[src/rtl/osc_freq_meter.sv]
// Gated rising-edge counter for a slow asynchronous input, with presence and lock status.
// Optional FREQ_METER_MINMAX_EN adds cnt_min/cnt_max tracking over non-overflow windows.
module osc_freq_meter #(
  parameter int GATE_CYCLES    = 62500,
  parameter int CNT_W          = 16,
  parameter int SYNC_STAGES    = 2,
  parameter int TOL            = 2,
  parameter int STABLE_WINDOWS = 4
) (
  input  logic             clk,
  input  logic             rst_n,
  input  logic             en,
  input  logic             sig_in,
  output logic [CNT_W-1:0] count,
  output logic             count_valid,
  output logic             overflow,
  output logic             present,
  output logic             locked
`ifdef FREQ_METER_MINMAX_EN
  ,
  output logic [CNT_W-1:0] cnt_min,
  output logic [CNT_W-1:0] cnt_max
`endif
);

  // state  | meaning
  // IDLE   | measurement off, counters held at zero
  // GATE   | counting edges for GATE_CYCLES clocks
  // REPORT | one cycle: publish count, update lock, edges dropped

  localparam int GW = (GATE_CYCLES > 1) ? $clog2(GATE_CYCLES) : 1;
  localparam int SW = $clog2(STABLE_WINDOWS + 1);
  localparam logic [GW-1:0]    GATE_LAST  = GW'(GATE_CYCLES - 1);
  localparam logic [SW-1:0]    STABLE_MAX = SW'(STABLE_WINDOWS);
  localparam logic [CNT_W-1:0] CNT_MAX    = '1;
  localparam logic [CNT_W:0]   TOL_W      = (CNT_W+1)'(TOL);

  typedef enum logic [1:0] {IDLE, GATE, REPORT} state_t;
  state_t state, state_nxt;

  logic [SYNC_STAGES-1:0] sync_q;
  logic                   sync_prev;
  logic                   edge_q;
  logic [GW-1:0]          gate_cnt;
  logic [CNT_W-1:0]       edge_cnt;
  logic                   ovf;
  logic [CNT_W-1:0]       prev_cnt;
  logic                   prev_valid;
  logic [SW-1:0]          stable_cnt, stable_nxt;
  logic [CNT_W:0]         diff, diff_abs;
  logic                   match;

  always_ff @(posedge clk or negedge rst_n) begin
    if (!rst_n) begin
      sync_q    <= '0;
      sync_prev <= 1'b0;
      edge_q    <= 1'b0;
    end else begin
      sync_q    <= {sync_q[SYNC_STAGES-2:0], sig_in};
      sync_prev <= sync_q[SYNC_STAGES-1];
      edge_q    <= sync_q[SYNC_STAGES-1] & ~sync_prev;
    end
  end

  always_ff @(posedge clk or negedge rst_n) begin
    if (!rst_n) state <= IDLE;
    else        state <= state_nxt;
  end

  always_comb begin
    state_nxt = state;
    case (state)
      IDLE:    if (en) state_nxt = GATE;
      GATE: begin
        if (!en)                         state_nxt = IDLE;
        else if (gate_cnt == GATE_LAST)  state_nxt = REPORT;
      end
      REPORT:  state_nxt = en ? GATE : IDLE;
      default: state_nxt = IDLE;
    endcase
  end

  assign count_valid = (state == REPORT);

  // Difference kept one bit wider than the count so the sign is never lost.
  always_comb begin
    diff       = {1'b0, edge_cnt} - {1'b0, prev_cnt};
    diff_abs   = diff[CNT_W] ? (~diff + 1'b1) : diff;
    match      = prev_valid & ~ovf & (edge_cnt != '0) & (diff_abs <= TOL_W);
    stable_nxt = '0;
    if (match) stable_nxt = (stable_cnt == STABLE_MAX) ? stable_cnt : stable_cnt + 1'b1;
  end

  always_ff @(posedge clk or negedge rst_n) begin
    if (!rst_n) begin
      gate_cnt   <= '0;
      edge_cnt   <= '0;
      ovf        <= 1'b0;
      count      <= '0;
      overflow   <= 1'b0;
      present    <= 1'b0;
      locked     <= 1'b0;
      prev_cnt   <= '0;
      prev_valid <= 1'b0;
      stable_cnt <= '0;
    end else begin
      case (state)
        GATE: begin
          if (!en) begin
            gate_cnt   <= '0;
            edge_cnt   <= '0;
            ovf        <= 1'b0;
            overflow   <= 1'b0;
            present    <= 1'b0;
            locked     <= 1'b0;
            prev_valid <= 1'b0;
            stable_cnt <= '0;
          end else begin
            gate_cnt <= gate_cnt + 1'b1;
            if (edge_q) begin
              if (edge_cnt == CNT_MAX) ovf <= 1'b1;
              else                     edge_cnt <= edge_cnt + 1'b1;
            end
          end
        end
        REPORT: begin
          count      <= edge_cnt;
          overflow   <= ovf;
          present    <= (edge_cnt != '0);
          stable_cnt <= stable_nxt;
          locked     <= (stable_nxt == STABLE_MAX);
          prev_cnt   <= edge_cnt;
          prev_valid <= 1'b1;
          gate_cnt   <= '0;
          edge_cnt   <= '0;
          ovf        <= 1'b0;
        end
        default: begin
          gate_cnt   <= '0;
          edge_cnt   <= '0;
          ovf        <= 1'b0;
          overflow   <= 1'b0;
          present    <= 1'b0;
          locked     <= 1'b0;
          prev_valid <= 1'b0;
          stable_cnt <= '0;
        end
      endcase
    end
  end

`ifdef FREQ_METER_MINMAX_EN
  always_ff @(posedge clk or negedge rst_n) begin
    if (!rst_n) begin
      cnt_min <= '1;
      cnt_max <= '0;
    end else if (state == IDLE && en) begin
      cnt_min <= '1;
      cnt_max <= '0;
    end else if (state == REPORT && !ovf) begin
      if (edge_cnt < cnt_min) cnt_min <= edge_cnt;
      if (edge_cnt > cnt_max) cnt_max <= edge_cnt;
    end
  end
`endif

endmodule
[config.mk]
export PLATFORM = sky130hd
export DESIGN_NAME = osc_freq_meter
export DESIGN_NICKNAME = d
export VERILOG_FILES = /design/src/rtl/osc_freq_meter.sv
export SDC_FILE = /design/constraint.sdc
export NUM_CORES = 1
export LEC_CHECK = 0
export BUFFER_PORTS_ARGS = -buffer_cell sky130_fd_sc_hd__buf_2
export CAP_MARGIN = 20
export CELL_PAD_IN_SITES_DETAIL_PLACEMENT = 2
export CELL_PAD_IN_SITES_GLOBAL_PLACEMENT = 2
export CORE_MARGIN = 2
export CORE_UTILIZATION = 39
export CTS_CLUSTER_SIZE = 14
export DETAILED_ROUTE_END_ITERATION = 10
export PLACE_DENSITY = 0.88
export SYNTH_ARGS = -nofsm -noshare
export SYNTH_HDL_FRONTEND = slang
export SYNTH_SLANG_ARGS = --single-unit
[constraint.sdc]
create_clock -name clk -period 4.69 [get_ports clk]
set_input_delay 0.7035 -clock clk [delete_from_list [all_inputs] [get_ports clk]]
set_output_delay 0.7035 -clock clk [all_outputs]
set_load 0.02 [all_outputs]
# --- Word level (Yosys, flattened, before mapping) ---
# Index checks and enable logic that the tools add are counted.
word_totals:
  wordCells: 68
  regBits: 62
  out_inout_bits: 20
  in_bits: 4
classes:
  bitwise: 7
  reduce_logical: 5
  addsub: 5
  mux: 25
  magnitude_cmp: 1
  n_eq_ne: 12
op_table:
  columns: ["cell", "count"]
  rows:
  - ["2-to-1 mux 16 bit", 6]
  - ["adder 16 x 1 -> 16 bit, second input constant", 2]
  - ["== test 16 bit, second input constant", 2]
  - ["adder 17 x 1 -> 17 bit, second input constant", 1]
  - ["<= comparator 17 x 2 -> 1 bit, second input constant", 1]
  - ["2-to-1 mux 17 bit", 1]
  - ["NOT 17 bit", 1]
  - ["subtractor 16 x 16 -> 17 bit", 1]
  - ["nonzero test 16 bit", 1]
  - ["!= test 3 bit, second input constant", 4]
  - ["2-to-1 mux 3 bit", 3]
  - ["one-hot mux 1 bit (2 select lines)", 4]
  - ["== test 3 bit, second input constant", 2]
  - ["2-to-1 mux 1 bit", 6]
  - ["2-to-1 mux 2 bit", 3]
  - ["one-hot mux 2 bit (3 select lines)", 1]
  - ["one-hot mux 3 bit (2 select lines)", 1]
  - ["AND reduction 2 bit", 3]
  - ["bitwise AND 1 bit", 4]
  - ["!= test 2 bit, second input constant", 2]
  - ["adder 3 x 1 -> 3 bit, second input constant", 1]
  - ["== test 2 x 1 -> 1 bit, second input constant", 1]
  - ["== test 2 bit, second input constant", 1]
  - ["logical NOT 2 bit", 1]
  - ["NOT 1 bit", 2]

# --- Logic depth before layout (Yosys ltp) ---
depth:
  depth_word: 9
  mapped_depth: 13
  mapped_depth_nobuf: 13

# --- Least setup slack after synthesis ---
# No wires, ideal clock.
synth_path:
  path_kind: "register to register"
  from: "register prev_cnt[0]"
  to: "register stable_cnt[0]"
  setup_time_ps: 77
  synth_period_minus_slack_ps: 3439
  stages_incl_launch_ff: 13
  arrival_time_ps: 3362
  required_ps: 4613
  path_buffers: 0
  slack_ps: 1251
  path_cell_list: "dfrtp_1 ha_1 fa_1 and2b_1 o2111ai_2 a31oi_1 xnor2_1 or4b_4 nor2_2 mux2i_1 a31oi_4 a2111o_1 o21ai_1"
synth_between:
  elab_chain_len: 8
synth_lines:
  columns: ["item", "line", "rtl"]
  rows:
  - ["start: declaration", "47", "logic [CNT_W-1:0] prev_cnt;"]
  - ["start signal: assignment", "132", "prev_cnt <= edge_cnt;"]
  - ["subtractor 16 x 16 -> 17 bit (*)", "87", "diff = {1'b0, edge_cnt} - {1'b0, prev_cnt};"]
  - ["NOT 17 bit", "88", "diff_abs = diff[CNT_W] ? (~diff + 1'b1) : diff;"]
  - ["adder 17 x 1 -> 17 bit", "88", null]
  - ["2-to-1 mux 17 bit (*)", "88", null]
  - ["<= comparator 17 x 2 -> 1 bit (*)", "89", "match = prev_valid & ~ovf & (edge_cnt != '0) & (diff_abs <= TOL_W);"]
  - ["bitwise AND 1 bit (*)", "89", null]
  - ["2-to-1 mux 3 bit (*)", "91", "if (match) stable_nxt = (stable_cnt == STABLE_MAX) ? stable_cnt : stable_cnt + 1'b1;"]
  - ["one-hot mux 3 bit (2 select lines) (*)", "107", "case (state)"]
  - ["end signal: assignment", "130", "stable_cnt <= stable_nxt;"]
  - ["end: declaration", "49", "logic [SW-1:0] stable_cnt, stable_nxt;"]
# Mark *: on every way between the ends. The rest lies on a longest branch, timed or not.
# A chain may end at the register's enable or synchronous reset.

# --- Worst setup path after layout ---
layout_path:
  from: "register edge_cnt[0]"
  to: "register stable_cnt[2]"
layout_between:
  elab_chain_len: 8
  word_cells_on_any_way: 10
  classes_between: "2 x add/sub; 1 x order compare; 3 x mux; 3 x bitwise; 1 x reduce/logical"
layout_lines:
  columns: ["item", "line", "rtl"]
  rows:
  - ["start: declaration", "45", "logic [CNT_W-1:0] edge_cnt;"]
  - ["start signal: assignment", "122", "else edge_cnt <= edge_cnt + 1'b1;"]
  - ["subtractor 16 x 16 -> 17 bit", "87", null]
  - ["NOT 17 bit", "88", null]
  - ["adder 17 x 1 -> 17 bit", "88", null]
  - ["2-to-1 mux 17 bit", "88", null]
  - ["<= comparator 17 x 2 -> 1 bit", "89", null]
  - ["bitwise AND 1 bit (*)", "89", null]
  - ["2-to-1 mux 3 bit (*)", "91", null]
  - ["one-hot mux 3 bit (2 select lines) (*)", "107", null]
# Marked as above.

==> metrics <==
Yosys warning total 0; CP arrival 4180 ps; Max H-tree Level 3; Crit Path Max Fanout 6; fin crit period 3890 ps; commonest cells after routing, fill and taps aside dfrtp_1, nand2_1, nor2_1; die width 108 um; clk_skew 9.99 ps; Seq/Total Area, Yosys 36.9%; Cells after Synth 471; CP cell instances inv_1, ha_1, fa_1, and2b_1, o2111ai_2, a31oi_1, xnor2_1, or4b_4, nor3_1, mux2i_1, nand4_2, nor4_1, o22a_1; non-filler instance count after layout 635; power consumption 1030 uW; main flop type after synthesis dfrtp_1; Slew @ Worst Pin 933 ps; final setup fails 0; area growth from synthesis to final layout 9.96%; CTS tree done; Reg clk slew, reported paths 80 ps; Die ar. 0.0116 mm2; Post-DP HPWL 9800 um; area fraction of the dominant cell type after synthesis 36.9%; ranking of synthesized cells by area dfrtp_1, ha_1, nand2_1; die height 108 um; max-slew violation count 0; Final #Nets 520; Peak VDD IR 198 uV; Placement Setup Slack 783 ps; Max Cap Viol 0; GRT Residual Overflow 0; most common cell after layout, fill and taps aside dfrtp_1; RSZ-0062 raised after global routing no; layout cell share with drive strength beyond 1 13.6%; first-pass detailed-route iteration total 4; latest clock arrival within the worst-skew pair 350 ps; FILL cells 1,165; core footprint 0.0104 mm2; worst hold path type input pin to async pin; pin count of the biggest net entering global routing 44; WL final 13,400 um; Worst EP required 4980 ps; crit path buf inv count 1; first-pass GRT wire length 22,200 um; slowest cell delay on critical path 580 ps; port bufs 23; Synth Net Count 497; setup TNS 0 ps; Post-CTS Hold Fix Bufs 0; # diodes 0; initial core utilization 40.4%; Synth area leader dfrtp_1; number of vias per cell 5.84; multi-input logic area 0.00249 mm2; Post-synth EDFFs 0; final hold slack 296 ps; CP Capture Type register; fmax 257 MHz; CTS resizes 0; number of routed nets with antenna violations 0; dpl cells 619; leakage 0.00206 uW; Final Wtd Congestion 0.864; Critical Path Slowest Stage Cell or4b_4; post-DR wirelength/cell 21.1 um; Reg area 0.00155 mm2; Rows 37; DRC 0; Hold Violations, Final 0; Starting DRT DRC Count 147; clock root buffer clkbuf_8; post-synth cell types 78; synthesized area 0.00421 mm2; Max Root-Sink Buffers 2; vias in the first global route 4,221; crit path launch type register; max_slew headroom 37.7%; cell area power density 223 mW/mm2; antenna violations before repair 0; Top delay family on crit path simple AND/OR/NAND/NOR gates; total track usage 24.6%; syn avg cell area 8.94 um2; Final Worst Setup Slack 798 ps; Synth async-reset ratio 100%; routed via count 3,710; Clock Sinks 62; Num CTS Buffers 9; Setup CP Type register to register; status complete, no violations; # IOs 24; final period utilization 83.0%; Seq cells post-synth 62; Setup Fix Bufs, Post-CTS 0
-- cell families after synthesis --
logic type / synth area share, %
simple gates: 24.9
compound gates: 19.9
flops: 36.9
buf+inv: 3.95
xor+xnor: 6.87
fa+ha+maj: 6.72
mux: 0.713
-- stage by stage --
stage / util, % / cell area [um2]
6_report: 44.4 / 4630
5_1_grt: 44.4 / 4630
4_1_cts: 44.4 / 4630
3_5_place_dp: 42.7 / 4440
3_3_place_gp: 42.7 / 4440
2_1_floorplan: - / 4210
-- Yosys cell counts, drive strengths merged, types with 6 or more instances --
cell type,n
dfrtp,62
nand2,55
nor2,43
o21ai,35
a21oi,30
inv,29
ha,21
xor2,17
nand3,16
xnor2,16
nand4,10
or3,10
clkbuf,9
and3,8
nand2b,7
nor3,7
nor4,7
or2,6
-- power by group --
group | internal, uW | switching (uW)
logic | 11.3 | 31.6
registers | 537 | 2.63
clock network | 209 | 239
total | 757 | 273
-- final cells by class --
cell class | count | share of cell area [%]
tap | 136 | 3.68
clock buffer | 10 | 2.97
clock inverter | 6 | 1.00
inverter | 29 | 2.35
timing repair buffer | 24 | 2.65
multi-input combinational | 368 | 53.8
sequential | 62 | 33.5
-- worst paths after layout --
kind / start / cells after the start / to / slack, ps
min in group clk: sync_q[0]$_DFF_PN0_ / 0 / sync_q[1]$_DFF_PN0_ / 380
max reg2reg: edge_cnt[0]$_DFFE_PN0P_ / 13 / stable_cnt[2]$_DFFE_PN0N_ / 800
max: edge_cnt[0]$_DFFE_PN0P_ / 13 / stable_cnt[2]$_DFFE_PN0N_ / 800
max in group asynchronous: rst_n / 2 / stable_cnt[2]$_DFFE_PN0N_ / 3460
min reg2reg: sync_q[0]$_DFF_PN0_ / 0 / sync_q[1]$_DFF_PN0_ / 380
min: rst_n / 1 / edge_cnt[7]$_DFFE_PN0P_ / 300
-- routing by layer --
layer | vias to the layer above | wire [um] | GRT usage (%)
li1 | 1732 | - | -
met1 | 1904 | 5630 | 29.0
met2 | 50 | 7060 | 44.9
met3 | 24 | 373 | 3.87
met4 | 0 | 305 | 8.61
met5 | - | 0 | 0
-- registers in the layout, summed over array words and instances (netlist names) --
register	cells
prev_valid	1
present	1
edge_q	1
ovf	1
gate_cnt	16
prev_cnt	16
sync_prev	1
sync_q	2
overflow	1
state	2
stable_cnt	3
edge_cnt	16
locked	1
Power figures use the tool's default switching activity.
